===== src/rtl/mul_ha_pkg.sv =====
// Shared constants, FSM state type and row-weight helper for the
// approximate 8x8 multiplier's half-adder array reduction stage.
package mul_ha_pkg;

  localparam int NUM_ROWS = 4;
  localparam int B_W      = 7;
  localparam int T_W      = 9;
  localparam int OUT_W    = 16;
  localparam int CNT_W    = $clog2(NUM_ROWS);

  typedef enum logic [1:0] {
    IDLE,
    ACC,
    DONE
  } state_t;

  // Row k sits at bit position 2k of the final product.
  function automatic int unsigned row_weight(input int unsigned k);
    return k << 1;
  endfunction

endpackage


===== src/rtl/ha_row_value.sv =====
// Combinational weighted value of one half-adder array row:
// R_k = (t + (b << 2)) << 2k, evaluated at OUT_W+1 bits.
module ha_row_value
  import mul_ha_pkg::*;
(
  input  logic [B_W-1:0]   b,
  input  logic [T_W-1:0]   t,
  input  logic [CNT_W-1:0] k,
  output logic [OUT_W:0]   value
);

  logic [OUT_W:0] base;

  // Align b two places above t, then shift the pair to the row's weight.
  always_comb begin
    base  = {{(OUT_W + 1 - T_W){1'b0}}, t}
          + ({{(OUT_W + 1 - B_W){1'b0}}, b} << 2);
    value = base << row_weight(32'(k));
  end

endmodule


===== src/rtl/ha_array_reducer.sv =====
// Multi-cycle final adder for the half-adder array: captures four weighted
// b/t row pairs, accumulates one row per clock, and presents the 16-bit
// product plus an overflow flag behind a valid/ready handshake.
module ha_array_reducer
  import mul_ha_pkg::*;
(
  input  logic             clk,
  input  logic             rst_n,
  input  logic             in_valid,
  output logic             in_ready,
  input  logic [B_W-1:0]   ha_array_0_b,
  input  logic [B_W-1:0]   ha_array_1_b,
  input  logic [B_W-1:0]   ha_array_2_b,
  input  logic [B_W-1:0]   ha_array_3_b,
  input  logic [T_W-1:0]   ha_array_0_t,
  input  logic [T_W-1:0]   ha_array_1_t,
  input  logic [T_W-1:0]   ha_array_2_t,
  input  logic [T_W-1:0]   ha_array_3_t,
  output logic             out_valid,
  input  logic             out_ready,
  output logic [OUT_W-1:0] product,
  output logic             overflow,
  output logic             busy
);

  state_t state, next_state;

  logic [NUM_ROWS-1:0][B_W-1:0] b_q;
  logic [NUM_ROWS-1:0][T_W-1:0] t_q;
  logic [CNT_W-1:0]             cnt;
  logic [OUT_W:0]               acc;
  logic                         carry_q;
  logic [OUT_W:0]               row_val;
  logic [OUT_W+1:0]             sum;
  logic [OUT_W-1:0]             product_q;
  logic                         overflow_q;
  logic                         accept;
  logic                         load_result;
  logic                         last_row;

  ha_row_value u_row_value (
    .b     (b_q[cnt]),
    .t     (t_q[cnt]),
    .k     (cnt),
    .value (row_val)
  );

  // One extra bit above the accumulator catches the carry out.
  assign sum      = {1'b0, acc} + {1'b0, row_val};
  assign last_row = (cnt == CNT_W'(NUM_ROWS - 1));
  assign product  = product_q;
  assign overflow = overflow_q;

  // State register; reset returns to IDLE and abandons any operation.
  always_ff @(posedge clk) begin
    // NOTE: sequential state uses non-blocking assignment so every flop
    // samples pre-edge values regardless of block ordering.
    if (!rst_n) state <= IDLE;
    else        state <= next_state;
  end

  // Next-state decode and handshake outputs.
  always_comb begin
    // NOTE: every output gets a default first so no path can infer a latch.
    next_state  = state;
    in_ready    = 1'b0;
    out_valid   = 1'b0;
    busy        = 1'b1;
    accept      = 1'b0;
    load_result = 1'b0;
    case (state)
      IDLE: begin
        in_ready = 1'b1;
        busy     = 1'b0;
        if (in_valid) begin
          accept     = 1'b1;
          next_state = ACC;
        end
      end
      ACC: begin
        if (last_row) begin
          load_result = 1'b1;
          next_state  = DONE;
        end
      end
      DONE: begin
        out_valid = 1'b1;
        if (out_ready) next_state = IDLE;
      end
      default: next_state = IDLE;
    endcase
  end

  // Row capture, accumulation and result registers.
  always_ff @(posedge clk) begin
    if (!rst_n) begin
      // NOTE: the captured row registers are cleared on reset too, so no
      // stale operands from an abandoned operation survive.
      b_q        <= '0;
      t_q        <= '0;
      cnt        <= '0;
      acc        <= '0;
      carry_q    <= 1'b0;
      product_q  <= '0;
      overflow_q <= 1'b0;
    end else begin
      if (accept) begin
        b_q     <= {ha_array_3_b, ha_array_2_b, ha_array_1_b, ha_array_0_b};
        t_q     <= {ha_array_3_t, ha_array_2_t, ha_array_1_t, ha_array_0_t};
        acc     <= '0;
        cnt     <= '0;
        carry_q <= 1'b0;
      end else if (state == ACC) begin
        acc     <= sum[OUT_W:0];
        carry_q <= carry_q | sum[OUT_W+1];
        cnt     <= cnt + 1'b1;
      end
      // The result registers only change on entry to DONE, so they hold
      // through backpressure and after the output handshake.
      if (load_result) begin
        product_q  <= sum[OUT_W-1:0];
        overflow_q <= sum[OUT_W] | sum[OUT_W+1] | carry_q;
      end
    end
  end

endmodule


===== config.mk =====
export PLATFORM = sky130hd
export DESIGN_NAME = ha_array_reducer
export DESIGN_NICKNAME = d
export VERILOG_FILES = /design/src/rtl/mul_ha_pkg.sv /design/src/rtl/ha_row_value.sv /design/src/rtl/ha_array_reducer.sv
export SDC_FILE = /design/constraint.sdc
export NUM_CORES = 1
export LEC_CHECK = 0
export CELL_PAD_IN_SITES_DETAIL_PLACEMENT = 1
export CELL_PAD_IN_SITES_GLOBAL_PLACEMENT = 1
export CORE_MARGIN = 2
export CORE_UTILIZATION = 36
export CTS_CLUSTER_SIZE = 10
export DETAILED_ROUTE_END_ITERATION = 10
export PLACE_DENSITY = 0.74
export SLEW_MARGIN = 20
export SYNTH_ARGS = -nofsm -noshare
export SYNTH_HDL_FRONTEND = slang
export SYNTH_HIERARCHICAL = 1
export SYNTH_SLANG_ARGS = --single-unit

===== constraint.sdc =====
create_clock -name clk -period 4.1 [get_ports clk]
set_clock_uncertainty 0.05 [all_clocks]
set_input_delay 0.615 -clock clk [delete_from_list [all_inputs] [get_ports clk]]
set_output_delay 0.615 -clock clk [all_outputs]
set_load 0.02 [all_outputs]

==> reports/qor.csv <==
stage;metric;value;unit
hold_path;holdCritStartpoint;t_q[10];
timing;fin_ws;-0.0510;ns
layout;final_nets;899;
floorplanning;dieHeight;128;µm
floorplanning;initial_utilization;36.6;%
global_routing;antenna_found_initial;0;
worst_setup_path;end_kind;flip-flop;
worst_setup_path;reg2reg_slack;-0.05;ns
timing;period_needed;4.15;ns
timing;fin_crit_sh;101;%
synthesis;synth_fp_nets;776;
power_and_ir_drop;power.density;339;nW/µm²
worst_setup_path;path_cells;buf_6, mux4_2, ha_2, nor2_1, a21oi_1, a22oi_2, o31ai_1, ha_1, a211oi_2, o21ai_4, nor4_4, buf_4, o31ai_4, nor4b_4, a311o_1;
synthesis;synthTopCellsByArea;dfxtp_1, nand2_1, a21oi_1, mux4_2, ha_1;
power_and_ir_drop;peakVddDrop;0.000210;V
hold_path;whs_path_depth;2;
worst_setup_path;timing.rr.start;cnt[0];
timing;grt_setup_unrepaired;true;
clock_network;path_clk_slew;0.07;ns
clock_network;numCtsBuffers;9;
worst_setup_path;rr_worst_depth;15;
drt;dr_total_vias;5408;
timing;max_slew.worst_pin.slew;1.03;ns
synthesis;yosysSeqAreaShare;37.4;%
global_routing;grt_overflow;0;
synthesis;syn-instance-count;681;
drt;drt_wl_total;18100;µm
synthesis;ys_types;68;
hold_path;hold_class;reg -> reg;
run;max_cap_viol_count;0;
synthesis;async_reset_ff_share;0;%
layout;final_cell_mix;nand2_1, dfxtp_1, a21oi_1, clkdlybuf4s50_1, buf_4;
floorplanning;num_rows;45;
placement;dp.final_hpwl;12600;µm
clock_network;tritoncts;built;
worst_setup_path;slowest_delay;0.52;ns
layout;final_area;7760;µm²
synthesis;synth_flop_cell;dfxtp_1;
global_routing;grt_pass1_vias;5662;
synthesis;synth_top_area_share;37.4;%
synthesis;synthMuxAreaShare;7.43;%
layout;drive_above_1_share;21.8;%
floorplanning;core;15100;µm²
clock_network;cts_buffer_depth;2;
placement;place_ws;-0.194;ns
worst_setup_path;crit_family;compound AO/OA/AOI/OAI gates;
layout;layout_commonest_cell;nand2_1;
drt;drc;0;
timing;fmax;241;MHz
clock_network;ctsHoldBuffers;0;
worst_setup_path;rr_endpoint;acc[14];
power_and_ir_drop;finalPower;2630;µW
clock_network;cts_root_buffer;clkbuf_16;
placement;placed_area;6890;µm²
global_routing;grt_max_degree;66;
worst_setup_path;crit_path_top_delay_cell;mux4_2;
drt;drt_pass1_iterations;4;
placement;gp_congestion;0.891;
synthesis;synth-compound-area-share;20.3;%
global_routing;grt_pass1_wl;27800;µm
synthesis;synth-edff-count;0;
layout;num_antenna_cells;0;
layout;syn_to_final_growth;40.5;%
drt;avgViaCountPerCell;5.42;
worst_setup_path;cp.arrival;4.35;ns
placement;port_buffers;87;
synthesis;yosys.area.top_type;dfxtp_1;
drt;drt_iter0_markers;270;
worst_setup_path;critPathKind;reg -> reg;
timing;maxSlewHeadroom;31.2;%
synthesis;synth-xor-area-share;2.38;%
timing;setup_viol;4;
clock_network;clk_latency;0.36;ns
worst_setup_path;worstPathRequired;4.30;ns
synthesis;ys_warn_count;6;
drt;drtAntennaViolNets;0;
timing;hold_viol;0;
timing;slew_violations;0;
synthesis;synth_top_family_by_area;simple AND/OR/NAND/NOR gates;
clock_network;ctsHtreeMaxLevel;3;
worst_setup_path;cp-start-kind;flip-flop;
drt;wire_per_inst;18.1;µm
hold_path;hold_end;t_q[10];
worst_setup_path;crit_path_max_fanout;10;
global_routing;track_usage;21.5;%
synthesis;synthesis.area;5520;µm²
floorplanning;top_level_ports;88;
worst_setup_path;path_buf_inv;2;
synthesis;yosys.area_share.simple;21.8;%
outcome;outcome;finished, violations left;
power_and_ir_drop;p_leak;0.00286;µW
synthesis;synth_fa_ha_area_share;6.39;%
synthesis;synth-seq-cells;103;
floorplanning;die-width;128;µm
clock_network;cts.sinks;103;
floorplanning;dieArea;16300;µm²
synthesis;syn_area_per_cell;8.11;µm²
outcome;failed_checks;negative setup slack;
-- power by group --
| part | switching [µW] | leakage (µW) | internal, µW |
|---|---|---|---|
| combinational | 325 | 0.00186 | 305 |
| clock | 433 | 0.000155 | 489 |
| sequential | 29.1 | 0.000842 | 1050 |
| total | 787 | 0.00286 | 1840 |
-- metrics by stage --
| step | cells | TNS (ns) | hold slack (ns) | utilization [%] |
|---|---|---|---|---|
| after global routing | 997 | -1.46 | 0.425 | 51.4 |
| after floorplan | 681 | 0 | 0.376 | - |
| final | 997 | -0.0841 | 0.407 | 51.4 |
| after detailed placement | 966 | -1.65 | 0.396 | 45.6 |
| after CTS | 987 | -0.295 | 0.406 | 48.6 |
| after global placement | 966 | -0.279 | 0.386 | 45.6 |
-- state kept, by name (all words and copies together) (netlist names) --
signal    count
acc          17
b_q          28
carry_q       1
cnt           2
overflow      1
product      16
state         2
t_q          36
-- final cells by class --
cell class / count / area, µm²
Multi-Input combinational cell: 520 / 3630
Fill cell: 1783 / 7330
Clock inverter: 7 / 88.8
Inverter: 12 / 45.0
Timing Repair Buffer: 158 / 1460
Sequential cell: 103 / 2070
Tap cell: 188 / 235
Clock buffer: 9 / 225
-- cells in the mapped netlist (2+ instances only) --
cell and number:
a211oi_1 11, a211oi_2 2, a21boi_0 2, a21o_1 4, a21oi_1 104, a21oi_2 3, a22oi_1 2, a31oi_1 4
and2_1 3, and3_1 2, buf_1 4, buf_2 8, clkbuf_1 32, dfxtp_1 103, fa_1 2, ha_1 25
inv_1 11, mux2i_1 5, mux4_2 16, nand2_1 177, nand2b_1 4, nand3_1 22, nand4_1 4, nor2_1 26
nor2b_1 5, nor3_1 8, o211ai_1 5, o21a_1 4, o21ai_0 21, o22ai_1 5, o31ai_1 3, or2_2 2
or3_1 3, or4_1 2, xnor2_1 14
-- timing repair --
action,CTS,global route
endpoints found under the setup margin,15,18
setup buffers,6,11
gates resized for setup,20,70
cloned,0,0
pin swaps,17,33
-- cell families after synthesis --
kind of cell	Yosys count
adders and majority gates	27
AOI/OAI and AO/OA	186
DFF	103
xor gates and xnor gates	15
buffers and inverters	58
muxes	21
and+or+nand+nor	270
other	1
-- metal layers --
layer | track usage [%] | up-vias | routed length (µm)
met2 | 38.8 | 117 | 9430
li1 | - | 2633 | -
met1 | 24.8 | 2627 | 7580
met3 | 3.59 | 31 | 589
met5 | 0 | - | 0
met4 | 9.57 | 0 | 484
-- worst min-delay path, stage by stage, from the launching register on --
cell and delay (ns):
dfxtp_1 0.31, nand2_1 0.05, a21oi_1 0.05
-- worst max path at each step --
| stage | endpoint | depth (start not counted) | startpoint |
|---|---|---|---|
| floorplan | acc[14] | 16 | cnt[0] |
| global placement | acc[14] | 14 | cnt[1] |
| detailed placement | acc[14] | 14 | cnt[1] |
| CTS | acc[14] | 15 | cnt[1] |
| global route | acc[14] | 15 | cnt[1] |
| finish | acc[14] | 15 | cnt[0] |
(Power assumes the default switching activity.)
